### src/rtl/cpu_pkg.sv
// Shared fetch-side constants: opcodes, HALT encoding, program entry points and FSM states.
package cpu_pkg;

  localparam logic [3:0] OP_BNE    = 4'b1000;
  localparam logic [3:0] OP_BEQ    = 4'b1011;
  localparam logic [8:0] INST_HALT = 9'b1111_11111;

  localparam logic [7:0] START_PROD  = 8'd0;
  localparam logic [7:0] START_STRM  = 8'd30;
  localparam logic [7:0] START_CPAIR = 8'd42;

  typedef enum logic [1:0] {
    IDLE   = 2'd0,
    RUN    = 2'd1,
    HALTED = 2'd2
  } fetch_state_t;

  function automatic logic is_branch(input logic [3:0] opcode);
    return (opcode == OP_BNE) || (opcode == OP_BEQ);
  endfunction

endpackage

### src/rtl/pc_next.sv
// Next-PC adder: pc + 1, or pc + sign-extended offset when a branch is taken; wraps modulo 2^PC_W.
module pc_next #(
  parameter int PC_W  = 8,
  parameter int OFF_W = 5
) (
  input  logic [PC_W-1:0]  pc,
  input  logic [OFF_W-1:0] offset,
  input  logic             take_branch,
  output logic [PC_W-1:0]  next_pc
);

  logic signed [PC_W-1:0] step;

  always_comb begin
    if (take_branch) step = {{(PC_W-OFF_W){offset[OFF_W-1]}}, offset};
    else             step = PC_W'(1);
    next_pc = pc + $unsigned(step);
  end

endmodule

### src/rtl/fetch_ctrl.sv
// PC / fetch sequencer feeding the instruction ROM; runs one resident program until HALT.
// Optional FETCH_ICOUNT_EN adds a saturating executed-instruction counter on port icount.
module fetch_ctrl
  import cpu_pkg::*;
#(
  parameter int PC_W   = 8,
  parameter int INST_W = 9,
  parameter int OFF_W  = 5,
  parameter int START0 = int'(START_PROD),
  parameter int START1 = int'(START_STRM),
  parameter int START2 = int'(START_CPAIR)
) (
  input  logic              CLK,
  input  logic              reset_n,
  input  logic              start,
  input  logic [1:0]        prog_sel,
  input  logic [INST_W-1:0] inst,
  input  logic              br_taken,
  input  logic              stall,
  output logic [PC_W-1:0]   pc,
  output logic              inst_valid,
  output logic              busy,
  output logic              done
`ifdef FETCH_ICOUNT_EN
  ,
  output logic [15:0]       icount
`endif
);

  fetch_state_t      state;
  logic [PC_W-1:0]   start_pc;
  logic [PC_W-1:0]   next_pc;
  logic [3:0]        opcode;
  logic [OFF_W-1:0]  offset;
  logic              is_halt;
  logic              take_branch;
  logic              advance;
  logic              launch;

  assign opcode      = inst[INST_W-1 -: 4];
  assign offset      = inst[OFF_W-1:0];
  assign is_halt     = (inst == INST_W'(INST_HALT));
  assign take_branch = is_branch(opcode) & br_taken;
  assign advance     = (state == RUN) & ~stall;
  assign launch      = start & (state != RUN);

  assign inst_valid = advance;
  assign busy       = (state == RUN);
  assign done       = (state == HALTED);

  // prog_sel == 3 falls back to the product program
  always_comb begin
    case (prog_sel)
      2'd1:    start_pc = PC_W'(START1);
      2'd2:    start_pc = PC_W'(START2);
      default: start_pc = PC_W'(START0);
    endcase
  end

  pc_next #(
    .PC_W  (PC_W),
    .OFF_W (OFF_W)
  ) u_pc_next (
    .pc          (pc),
    .offset      (offset),
    .take_branch (take_branch),
    .next_pc     (next_pc)
  );

  always_ff @(posedge CLK or negedge reset_n) begin
    if (!reset_n) begin
      state <= IDLE;
      pc    <= '0;
    end else begin
      case (state)
        RUN: begin
          // stall freezes everything, including HALT recognition
          if (!stall) begin
            if (is_halt) state <= HALTED;
            else         pc    <= next_pc;
          end
        end
        default: begin
          if (start) begin
            pc    <= start_pc;
            state <= RUN;
          end
        end
      endcase
    end
  end

`ifdef FETCH_ICOUNT_EN
  always_ff @(posedge CLK or negedge reset_n) begin
    if (!reset_n)                         icount <= '0;
    else if (launch)                      icount <= '0;
    else if (advance && icount != 16'hFFFF) icount <= icount + 16'd1;
  end
`endif

endmodule

### config.mk
export PLATFORM = sky130hd
export DESIGN_NAME = fetch_ctrl
export DESIGN_NICKNAME = d
export VERILOG_FILES = /design/src/rtl/cpu_pkg.sv /design/src/rtl/pc_next.sv /design/src/rtl/fetch_ctrl.sv
export SDC_FILE = /design/constraint.sdc
export NUM_CORES = 1
export LEC_CHECK = 0
export CORE_MARGIN = 2
export CORE_UTILIZATION = 65
export CTS_CLUSTER_SIZE = 12
export DETAILED_ROUTE_END_ITERATION = 8
export DONT_BUFFER_PORTS = 1
export GPL_ROUTABILITY_DRIVEN = 0
export PLACE_DENSITY_LB_ADDON = 0.08
export SYNTH_ARGS = -nofsm -noshare
export SYNTH_HDL_FRONTEND = slang
export SYNTH_SLANG_ARGS = --single-unit
### constraint.sdc
create_clock -name CLK -period 4.6 [get_ports CLK]
set_clock_uncertainty 0.05 [all_clocks]
set_input_delay 1.15 -clock CLK [delete_from_list [all_inputs] [get_ports CLK]]
set_output_delay 1.15 -clock CLK [all_outputs]
set_load 0.03 [all_outputs]
# After elaboration in Yosys (flattened, before gate mapping)

Cells that the tools add are included.

Bits in registers: 10
Output and inout port bits: 11
Word-level logic and storage cells: 30
Bits of input ports: 16

Add/sub/neg operators: 1
Equality and inequality tests: 10
Mux-type cells: 10
Bitwise operators: 3
Reductions and logical operators: 4

Operator list:

| cell                                                   | number |
|---|---|
| 2-to-1 mux 8 bit                                       | 5 |
| one-hot mux 6 bit (2 select lines)                     | 1 |
| equality test 9 bit (second input constant)            | 1 |
| adder 8 bit                                            | 1 |
| equality test 4 bit (second input constant)            | 2 |
| 2-to-1 mux 2 bit                                       | 4 |
| AND reduction 3 bit                                    | 2 |
| equality test 2 x 1 -> 1 bit (second input constant)   | 2 |
| equality test 2 bit (second input constant)            | 2 |
| inequality test 2 bit (second input constant)          | 2 |
| AND 1 bit                                              | 2 |
| inequality test 2 x 1 -> 1 bit (second input constant) | 1 |
| nonzero test 2 bit                                     | 1 |
| logical OR 1 bit                                       | 1 |
| inverter 1 bit                                         | 1 |

# Logic depth before layout (Yosys ltp)

Depth after elaboration: 8
Depth in mapped cells: 11

# Hierarchy

A second synthesis with hierarchy kept.

Cell total of the unflattened synthesis: 107
Area, all modules: 953.4 sq um

By module, submodules not included:

| module     | sequential area each (sq um) | area an instance (sq um) | instances | cells each |
|---|---|---|---|---|
| fetch_ctrl | 250.2                        | 586.8                    | 1         | 59 |
| pc_next    | 0.0                          | 366.6                    | 1         | 48 |

# Least setup slack after synthesis

No wires, ideal clock.

Kind: input port to flip-flop
Start point: in inst[5]
End point: reg pc[5]
Cell stages on the path: 10
Setup time: 0.127 ns
Arrival: 3.177 ns
Required time: 4.423 ns
Path slack: 1.246 ns
Cells stage by stage: xor2_2 > and4bb_2 > nand2_1 > inv_1 > ha_1 > a211o_1 > a21oi_1 > mux2i_1 > a31oi_1 > o2bb2a_1

Longest elaborated chain between the ends: 8
Elaborated cells between the ends (all ways): 12
Those cells by class: add/sub (1); eq/ne (4); mux (4); bitwise (1); reduce/logical (2)

RTL lines:

| item                 | RTL line         | source |
|---|---|---|
| start, declared      | fetch_ctrl.sv:17 | `input logic [INST_W-1:0] inst,` |
| equality test 4 bit  | cpu_pkg.sv:19    | `return (opcode == OP_BNE) \|\| (opcode == OP_BEQ);` |
| logical OR 1 bit     | cpu_pkg.sv:19    |  |
| AND 1 bit            | fetch_ctrl.sv:43 | `assign take_branch = is_branch(opcode) & br_taken;` |
| 2-to-1 mux 8 bit     | pc_next.sv:15    | `if (take_branch) step = {{(PC_W-OFF_W){offset[OFF_W-1]}}, offset};` |
| adder 8 bit          | pc_next.sv:17    | `next_pc = pc + $unsigned(step);` |
| 2-to-1 mux 8 bit     | fetch_ctrl.sv:79 | `if (is_halt) state <= HALTED;` |
| 2-to-1 mux 8 bit     | fetch_ctrl.sv:78 | `if (!stall) begin` |
| 2-to-1 mux 8 bit     | fetch_ctrl.sv:75 | `case (state)` |
| end signal, assigned | fetch_ctrl.sv:80 | `else pc <= next_pc;` |
| end signal, assigned | fetch_ctrl.sv:85 | `pc <= start_pc;` |
| end, declared        | fetch_ctrl.sv:20 | `output logic [PC_W-1:0] pc,` |

Several ways; a longest one is shown, not always the timed one. The select of a mux whose other input is x is not followed.
A chain may end at the register's enable or synchronous reset.

# Final worst setup path

Ends and elaborated chain as after synthesis.

==> insert_results.sql <==
INSERT INTO impl_metrics (metric_group, metric, value, unit) VALUES
('run_status', 'run_status', 'finished clean', ''),
('clock_tree', 'cts_inserted_buffers', '3', ''),
('placed_design', 'portBuffers', '0', ''),
('cells_and_area', 'layout-drive-gt1-share', '0.146', ''),
('grt', 'grt.total_usage', '0.237', ''),
('detailed_routing', 'drt-initial-drc-count', '7', ''),
('logic_synthesis', 'post_synthesis_cell_area', '885', 'sq um'),
('flow_run', 'drv_cap', '0', ''),
('timing', 'hold_violations', '0', ''),
('timing', 'setup_viol', '0', ''),
('timing', 'totalNegativeSetupSlack', '0', 'ps'),
('logic_synthesis', 'avgSynthCellArea', '8.94', 'sq um'),
('setup_path', 'crit_path_max_fanout', '5', ''),
('power', 'share_of_total_power_consumed_by_net_switching', '0.466', ''),
('cells_and_area', 'layout-area-overhead-vs-synth', '6.51', '%'),
('hold_path', 'min_to', 'state[1]$_DFFE_PN0P_', ''),
('cells_and_area', 'final_stage_net_count', '128', ''),
('power', 'comb_power_frac', '0.348', ''),
('setup_path', 'worstReg2RegStart', 'pc[0]$_DFFE_PN0P_', ''),
('logic_synthesis', 'synth-edff-count', '0', ''),
('power', 'internal-power', '239', 'uW'),
('setup_path', 'setup.worst_path.class', 'primary input to register', ''),
('logic_synthesis', 'synth_commonest_cells', '10 x sky130_fd_sc_hd__dfrtp_1, 10 x sky130_fd_sc_hd__inv_1, 7 x sky130_fd_sc_hd__ha_1, 7 x sky130_fd_sc_hd__nor2_1, 6 x sky130_fd_sc_hd__nand2_1', ''),
('setup_path', 'r2r.worst_path.cells', '8', ''),
('clock_tree', 'clk_pin_slew', '70', 'ps'),
('setup_path', 'critPathArrivalTime', '3460', 'ps'),
('clock_tree', 'cts_setup_buffers', '0', ''),
('grt', 'gr-total-overflow', '0', ''),
('detailed_routing', 'wl_cell', '15.1', 'microns'),
('logic_synthesis', 'synth.ff_latch_count', '10', ''),
('timing', 'fmax', '0.298', 'GHz'),
('detailed_routing', 'routed-via-count', '722', ''),
('floorplanning', 'chipHeight', '40.9', 'microns'),
('floorplanning', 'horiz_die_dim', '40.9', 'microns'),
('detailed_routing', 'drt_wl_total', '1780', 'microns'),
('timing', 'slew_violations', '0', ''),
('power', 'static-leakage-power', '0.000459', 'uW'),
('timing', 'setup_repair_after_global_routing_missed_its_margin', 'false', ''),
('power', 'power.density_cell_area', '475', 'mW/mm^2'),
('setup_path', 'critPathCaptureType', 'register', ''),
('clock_tree', 'cts_tree', 'built', ''),
('grt', 'maximum_number_of_pins_on_one_net_before_global_route_repair', '12', ''),
('timing', 'finalWorstPathRequiredPeriod', '3360', 'ps'),
('detailed_routing', 'post_drt_antenna_nets', '0', ''),
('cells_and_area', 'multi_input_combinational_cell_area', '592', 'sq um'),
('clock_tree', 'holdBufCountCts', '0', ''),
('clock_tree', 'cts.repair.resized', '0', ''),
('hold_path', 'hold_path_class', 'register to register', ''),
('clock_tree', 'cts_root_buf', 'sky130_fd_sc_hd__clkbuf_4', ''),
('detailed_routing', 'dr.pass1.iters', '3', ''),
('setup_path', 'worst-r2r-setup-slack', '2220', 'ps'),
('setup_path', 'rr_endpoint', 'pc[4]$_DFFE_PN0P_', ''),
('cells_and_area', 'n_antenna_cell', '0', ''),
('grt', 'grt_antenna_before_repair', '0', ''),
('setup_path', 'timing.critical_path.from_type', 'primary input', ''),
('logic_synthesis', 'synth_sequential_area_ratio', '0.283', ''),
('cells_and_area', 'sequential_cell_area', '250', 'sq um'),
('logic_synthesis', 'most_area_consuming_cells_after_synthesis', 'sky130_fd_sc_hd__dfrtp_1 28%, sky130_fd_sc_hd__ha_1 9.9%, sky130_fd_sc_hd__inv_1 4.2%', ''),
('placed_design', 'postPlaceCellArea', '906', 'sq um'),
('power', 'seq_power_share', '0.476', ''),
('floorplanning', 'floorplan.io_pins', '27', ''),
('logic_synthesis', 'netlist.area_leader.share', '0.283', ''),
('hold_path', 'min_from', 'state[1]$_DFFE_PN0P_', ''),
('logic_synthesis', 'netlist.top_cell.by_area', 'sky130_fd_sc_hd__dfrtp_1', ''),
('power', 'power.net_switching', '208', 'uW'),
('detailed_routing', 'post_drt_via_cell_ratio', '6.12', ''),
('grt', 'grt_pass1_wl', '2510', 'microns'),
('floorplanning', 'design.die.area', '0.00167', 'sq mm'),
('floorplanning', 'starting_density_of_the_core', '0.688', ''),
('logic_synthesis', 'ys_async_sr_fraction', '1.00', ''),
('timing', 'slew-limit-headroom', '0.555', '');
-- cells in the final DEF, fill, tap and decap left out, types with 2 or more instances in the layout --
cell / netlist / final
sky130_fd_sc_hd__a211o_1: 2 / 2
sky130_fd_sc_hd__a21o_1: 2 / 2
sky130_fd_sc_hd__o21a_1: 2 / 2
sky130_fd_sc_hd__or3_1: 2 / 2
sky130_fd_sc_hd__ha_1: 7 / 7
sky130_fd_sc_hd__nor3_1: 2 / 2
sky130_fd_sc_hd__o21ai_0: 5 / 5
sky130_fd_sc_hd__and2_1: 3 / 3
sky130_fd_sc_hd__nand3_1: 4 / 4
sky130_fd_sc_hd__clkbuf_4: 0 / 3
sky130_fd_sc_hd__nand2b_1: 3 / 3
sky130_fd_sc_hd__nand2_1: 6 / 6
sky130_fd_sc_hd__a211oi_1: 3 / 3
sky130_fd_sc_hd__nor2_1: 7 / 7
sky130_fd_sc_hd__xor2_1: 4 / 4
sky130_fd_sc_hd__a21oi_1: 4 / 4
sky130_fd_sc_hd__inv_1: 10 / 10
sky130_fd_sc_hd__dfrtp_1: 10 / 10
-- power groups by stage --
stage | registers (uW) | clock network, uW | logic (uW)
after floorplan | 203 | 0 | 130
after global placement | 215 | 0 | 151
after detailed placement | 215 | 0 | 156
after CTS | 213 | 79.4 | 157
after global routing | 219 | 82.2 | 175
final | 213 | 78.8 | 156
-- worst max-delay path, stage by stage --
cell and delay [ps]:
sky130_fd_sc_hd__xor2_2 240, sky130_fd_sc_hd__and4bb_2 300, sky130_fd_sc_hd__nand2_1 110, sky130_fd_sc_hd__inv_1 50
sky130_fd_sc_hd__ha_1 290, sky130_fd_sc_hd__a211o_1 300, sky130_fd_sc_hd__a21oi_1 310, sky130_fd_sc_hd__mux2i_1 290
sky130_fd_sc_hd__a31oi_1 100, sky130_fd_sc_hd__o2bb2a_1 300
-- routing by layer --
layer | vias to the layer above | global-route usage | part of all wire
met2 | 14 | 0.410 | 0.51
li1 | 368 | - | -
met4 | 0 | 0.0333 | 0
met5 | - | 0 | 0
met3 | 0 | 0.0924 | 0.060
met1 | 340 | 0.278 | 0.43
-- per-stage QoR --
step                      setup WS (ps)   util  instances  power (uW)  hold WS [ps]
after floorplan                    1250      -         99         333           462
after global placement             1000  0.705        114         366           484
after detailed placement            980  0.705        114         371           491
after CTS                          1260  0.733        118         450           505
after global routing               1170  0.733        118         476           509
final                              1240  0.733        118         448           509
-- cell type report --
class / count / share of cell area
multi-input cells: 78 / 0.628
well taps: 15 / 0.0199
repair buffers: 1 / 0.00797
flip-flops and latches: 10 / 0.266
clock buffers: 4 / 0.0385
inverters: 10 / 0.0398
-- registers in the layout (all words and copies together), names as in the netlist --
name and count:
pc 8, state 2
-- how the worst max path moves through the flow --
| stage | slack (ps) | depth (start not counted) | startpoint | end |
|---|---|---|---|---|
| finish | 1240 | 10 | inst[5] | pc[5]$_DFFE_PN0P_ |
| detailed placement | 980 | 10 | inst[5] | pc[5]$_DFFE_PN0P_ |
| global placement | 1000 | 10 | inst[5] | pc[5]$_DFFE_PN0P_ |
| CTS | 1260 | 10 | inst[5] | pc[5]$_DFFE_PN0P_ |
| floorplan | 1250 | 10 | inst[5] | pc[5]$_DFFE_PN0P_ |
| global route | 1170 | 10 | inst[5] | pc[5]$_DFFE_PN0P_ |
-- cells by family (layout without fill, tap and decap cells) --
logic type | count (synthesis) | in the layout | synth area share
xor+xnor | 5 | 5 | 0.0580
mux | 2 | 2 | 0.0283
buf+inv | 11 | 15 | 0.0481
compound gates | 28 | 28 | 0.231
fa+ha+maj | 8 | 8 | 0.122
simple gates | 35 | 35 | 0.231
flops | 10 | 10 | 0.283
(Power assumes the default switching activity.)
==> edit 1 (config.mk and constraints unchanged) <==
`INST_W`: 9 -> 7.
--- a/src/rtl/fetch_ctrl.sv
+++ b/src/rtl/fetch_ctrl.sv
@@ -4,7 +4,7 @@
   import cpu_pkg::*;
 #(
   parameter int PC_W   = 8,
-  parameter int INST_W = 9,
+  parameter int INST_W = 7,
   parameter int OFF_W  = 5,
   parameter int START0 = int'(START_PROD),
   parameter int START1 = int'(START_STRM),
Ports: changed (resized inst); port bits go from 27 to 25. The function was not compared with the original's and may differ.
==> edit 1 against the unedited design <==
Worst setup slack better by 0.22 ns. Count of clock-buffer cells in the layout unchanged. Worst hold slack lost 0.031 ns. Final cell count rose by 1.7%. Critical endpoint unchanged. Wire length down 1.8%. Sequential cell count unchanged. Largest cell class unchanged. Total power increased by 12%. Sequential power up 7%. Synthesized area is 3.0% lower. Final area fell by 3.9%.
==> edit 1: results (changes against the unedited design) <==
| Metric | Value |
|---|---|
| Status | `complete, no violations` |
| Fillers | `104 (-1.9%)` |
| Met3 routed WL | `100 um (-5.7%)` |
| Inserted Diodes | `0 (unchanged)` |
| HPWL Detailed | `1422 um (-5.1%)` |
| Met2 usage | `48.02% (+7.0 points)` |
| Overall routing resource usage | `26.47% (+2.8 points)` |
| Via-to-Cell Ratio | `5.975 (-2.3%)` |
| Post-synthesis sequential area ratio | `29.15% (+0.87 points)` |
| Max-slew headroom | `53.66% (-1.8 points)` |
| Met1 Usage GRT | `28.72% (+0.88 points)` |
| Synth area leaders | `dfrtp_1, ha_1, inv_1` |
| DR pass1 iterations | `4 (+1)` |
| Worst flop-to-flop path endpoint | `pc[5]$_DFFE_PN0P_` |
| Synth top cells by count | `inv_1, dfrtp_1, nand2_1` |
| Wirelength per Cell | `14.58 um (-3.4%)` |
| Async set-reset flop share out of synthesis | `100.0% (unchanged)` |
| R2r setup slk | `2.24 ns (+0.02 ns)` |
| R2r worst-path depth | `6 (-2)` |
| Max layer used | `met4` |
| Sequential standard cell area | `250.2 um2 (unchanged)` |
| Met3 Usage GRT | `10.56% (+1.3 points)` |
| Hold WS | `0.4774 ns (-0.03119 ns)` |
| Layout cells sized above 1 | `9.524% (-5.0 points)` |
| Met2 wire len | `868 um (-3.8%)` |
| Vias in the first global route | `663 (+9.4%)` |
| First-pass GRT wire length | `2746 um (+9.4%)` |
| Lkg Pwr | `0.0004610 uW (+0.50%)` |
| Initial drt markers | `6 (-1)` |
| Cts repair resizes | `0 (unchanged)` |
| Metal-1 WL | `744 um (-3.8%)` |
| Pre-CTS setup slack | `1.187 ns (+0.2065 ns)` |
| R2r startpoint | `state[1]$_DFFE_PN0P_` |
| Worst path max stage delay | `0.34 ns (+0.03 ns)` |
| Peak supply drop | `381.7 uV (-15%)` |
| Leading registers by flop count | `pc x8, state x2` |
| Worst path slowest cell | `a211o_1` |
| Post-synth cell types | `39 (-2.5%)` |
| DP Area | `869.6 um2 (-4.0%)` |
| Crit path max fanout | `3 (-2)` |
| # nets final | `128 (unchanged)` |
==> edit 1: cells by family (layout without fill, tap and decap cells) <==
group,after synthesis,in the layout,synth area share (%)
AO/OA/AOI/OAI,26,26,21.43
XOR/XNOR,3,3,3.062
adder cells (fa/ha/maj),8,8,12.54
buffers and inverters,15,17,6.560
flip-flops,10,10,29.15
multiplexers,2,2,2.332
AND/OR/NAND/NOR,39,39,24.93
==> edit 1: worst max path at each step <==
stage / start / slack, ns / end / depth (start not counted)
after floorplan: inst[4] / 1.39 / pc[7]$_DFFE_PN0P_ / 11
after global placement: inst[4] / 1.32 / pc[7]$_DFFE_PN0P_ / 11
after detailed placement: inst[4] / 1.19 / pc[5]$_DFFE_PN0P_ / 11
after CTS: inst[4] / 1.46 / pc[5]$_DFFE_PN0P_ / 11
after global routing: inst[4] / 1.24 / pc[5]$_DFFE_PN0P_ / 11
final: inst[4] / 1.46 / pc[5]$_DFFE_PN0P_ / 11
==> edit 1: area by class of cell <==
| cell class | count | area share (%) |
|---|---|---|
| multi-input cells | 78 | 60.91 |
| well taps | 15 | 2.072 |
| flip-flops and latches | 10 | 27.62 |
| inverters | 13 | 5.387 |
| clock buffers | 4 | 4.006 |
==> edit 1: per-stage QoR <==
| stage | power, uW | instances |
|---|---|---|
| global placement | 415.7 | 116 |
| detailed placement | 424.3 | 116 |
| global route | 542.0 | 120 |
| floorplan | 381.1 | 103 |
| CTS | 505.2 | 120 |
| finish | 500.6 | 120 |
==> edit 1: report_power, final <==
part | switching, uW | leakage, uW | internal [uW]
clock network | 30.9 | 0.0000210 | 48.1
logic | 109 | 0.000317 | 84.6
registers | 107 | 0.000123 | 120
==> edit 2 (same settings) <==
Made on the original files. Encoding of `fetch_state_t`: now one-hot (3 bits for 3 states).
--- a/src/rtl/cpu_pkg.sv
+++ b/src/rtl/cpu_pkg.sv
@@ -9,10 +9,10 @@
   localparam logic [7:0] START_STRM  = 8'd30;
   localparam logic [7:0] START_CPAIR = 8'd42;
 
-  typedef enum logic [1:0] {
-    IDLE   = 2'd0,
-    RUN    = 2'd1,
-    HALTED = 2'd2
+  typedef enum logic [2:0] {
+    IDLE   = 3'b001,
+    RUN    = 3'b010,
+    HALTED = 3'b100
   } fetch_state_t;
 
   function automatic logic is_branch(input logic [3:0] opcode);
Function: same outputs for any inputs over 10 cycles, from zero or initial values and one cycle with reset_n low; not proved beyond that.
==> edit 2 against the unedited design <==
Total power increased by 6.1%. Worst setup slack improved by 0.020 ns. Sequential cell count is 1 higher. Register-to-register slack improved by 0.13 ns. Via count up 7.8%. Synthesized area is 2.5% higher. Die area rose by 2.3%. Utilization down 1.6 points. Sequential share of layout area increased by 3.1 points. Largest power group unchanged. First-iteration DRC count increased to 5.3 times the old value. Largest cell class unchanged. Wire length grew 5.8%. Final area down 0.93%.
==> edit 2: results (changes against the unedited design) <==
| Metric | Value |
|---|---|
| # nets final | `131 (+2.3%)` |
| Share of the synthesized area in the top cell type | `27.59% (-0.70 points)` |
| Status | `complete, no violations` |
| Wirelength per Cell | `15.57 um (+3.2%)` |
| R2r startpoint | `pc[0]$_DFFE_PN0P_` |
| Tightest Pin Transition | `0.9497 ns (+0.2847 ns)` |
| Seq pwr share | `49.5% (+1.9 points)` |
| DR pass1 iterations | `4 (+1)` |
| Synth top cells by count | `dfrtp_1, nand2_1, inv_1` |
| R2r setup slk | `2.35 ns (+0.13 ns)` |
| Lkg Pwr | `0.0004392 uW (-4.3%)` |
| Post-synthesis compound-gate area fraction | `19.72% (-3.3 points)` |
| Via-to-Cell Ratio | `6.430 (+5.1%)` |
| Syn Area/Cell | `8.722 um2 (-2.4%)` |
| H-tree depth | `1 (unchanged)` |
| R2r worst-path depth | `8 (unchanged)` |
| Mux contribution to synthesized area | `1.103% (-1.7 points)` |
| Post-synthesis xor/xnor area fraction | `2.897% (-2.9 points)` |
| HPWL Detailed | `1521 um (+1.5%)` |
| Post-synthesis sequential area ratio | `30.48% (+2.2 points)` |
| First-pass GRT wire length | `2932 um (+17%)` |
| Arr. time, crit path | `3.49 ns (+0.03 ns)` |
| Hold Path Sink | `state[0]$_DFFE_PN1P_` |
| Adder-Cell Fraction of Synth Area | `11.86% (-0.30 points)` |
| Overall routing resource usage | `27.03% (+3.4 points)` |
| Layout cells sized above 1 | `10.38% (-4.2 points)` |
| Total number of vias | `778 (+7.8%)` |
| Synth area leaders | `dfrtp_1, ha_1, nand2_1` |
| Postcts setup bufs | `0 (unchanged)` |
| Comb pwr share | `36.0% (+1.2 points)` |
| Crit path max fanout | `4 (-1)` |
| Pre-CTS setup slack | `1.013 ns (+0.03314 ns)` |
| Dpl cells | `117 (+2.6%)` |
| Synth warn | `0 (unchanged)` |
| Leading registers by flop count | `pc x8, state x3` |
| Initial drt markers | `37 (+30)` |
| Sum of negative setup slack | `0 ns (unchanged)` |
| Hold_sp | `state[0]$_DFFE_PN1P_` |
| Hold WS | `0.4659 ns (-0.04274 ns)` |
| Peak supply drop | `326.4 uV (-27%)` |
| Post-synth cell types | `45 (+13%)` |
| Fillers | `109 (+2.8%)` |
| Vias in the first global route | `698 (+15%)` |
| Psw | `236.4 uW (+13%)` |
==> edit 2: cell count changes after synthesis, sizes merged, moves of 2 or more <==
cell and change:
a21oi +3, a21o -2, a211oi -2, xor2 -3
nand2 +5
==> edit 2: critical path: stages <==
cell      delay (ns)
xor2_1          0.17
nor4bb_1        0.56
nand2_1         0.19
inv_1           0.09
ha_1            0.22
a21oi_1         0.19
o21ai_1         0.16
o221a_2         0.28
or4_1           0.39
nand3_1         0.09
==> edit 2: stage by stage <==
stage	power [uW]	cell area, um2
finish	474.7	933.4
global route	515.1	933.4
detailed placement	405.6	907.1
floorplan	372.5	907.1
CTS	474.3	933.4
global placement	401.5	907.1
==> edit 2: how the worst max path moves through the flow <==
stage,slack [ns],endpoint,depth (start not counted),from
final,1.26,pc[7]$_DFFE_PN0P_,10,inst[5]
after global routing,1.07,pc[7]$_DFFE_PN0P_,10,inst[5]
after CTS,1.30,pc[7]$_DFFE_PN0P_,10,inst[5]
after detailed placement,1.01,pc[7]$_DFFE_PN0P_,10,inst[5]
after global placement,1.14,pc[6]$_DFFE_PN0P_,9,inst[5]
after floorplan,1.29,pc[7]$_DFFE_PN0P_,10,inst[5]
==> edit 2: area by class of cell <==
cell class / instances / area [um2] / share of cell area [%]
clock buffers: 4 / 26.28 / 2.815
inverters: 10 / 37.54 / 4.021
multi-input cells: 81 / 574.3 / 61.53
flip-flops and latches: 11 / 276.5 / 29.62
well taps: 15 / 18.77 / 2.011
==> edit 2: layer usage <==
| layer | global-route usage [%] | share of wire, % | up-vias | wire, um |
|---|---|---|---|---|
| li1 | - | - | 379 | - |
| met1 | 36.48 | 46 | 344 | 859 |
| met2 | 40.63 | 43 | 48 | 808 |
| met3 | 6.915 | 9.6 | 7 | 180 |
| met4 | 11.29 | 1.8 | 0 | 34 |
| met5 | 0 | 0 | - | 0 |
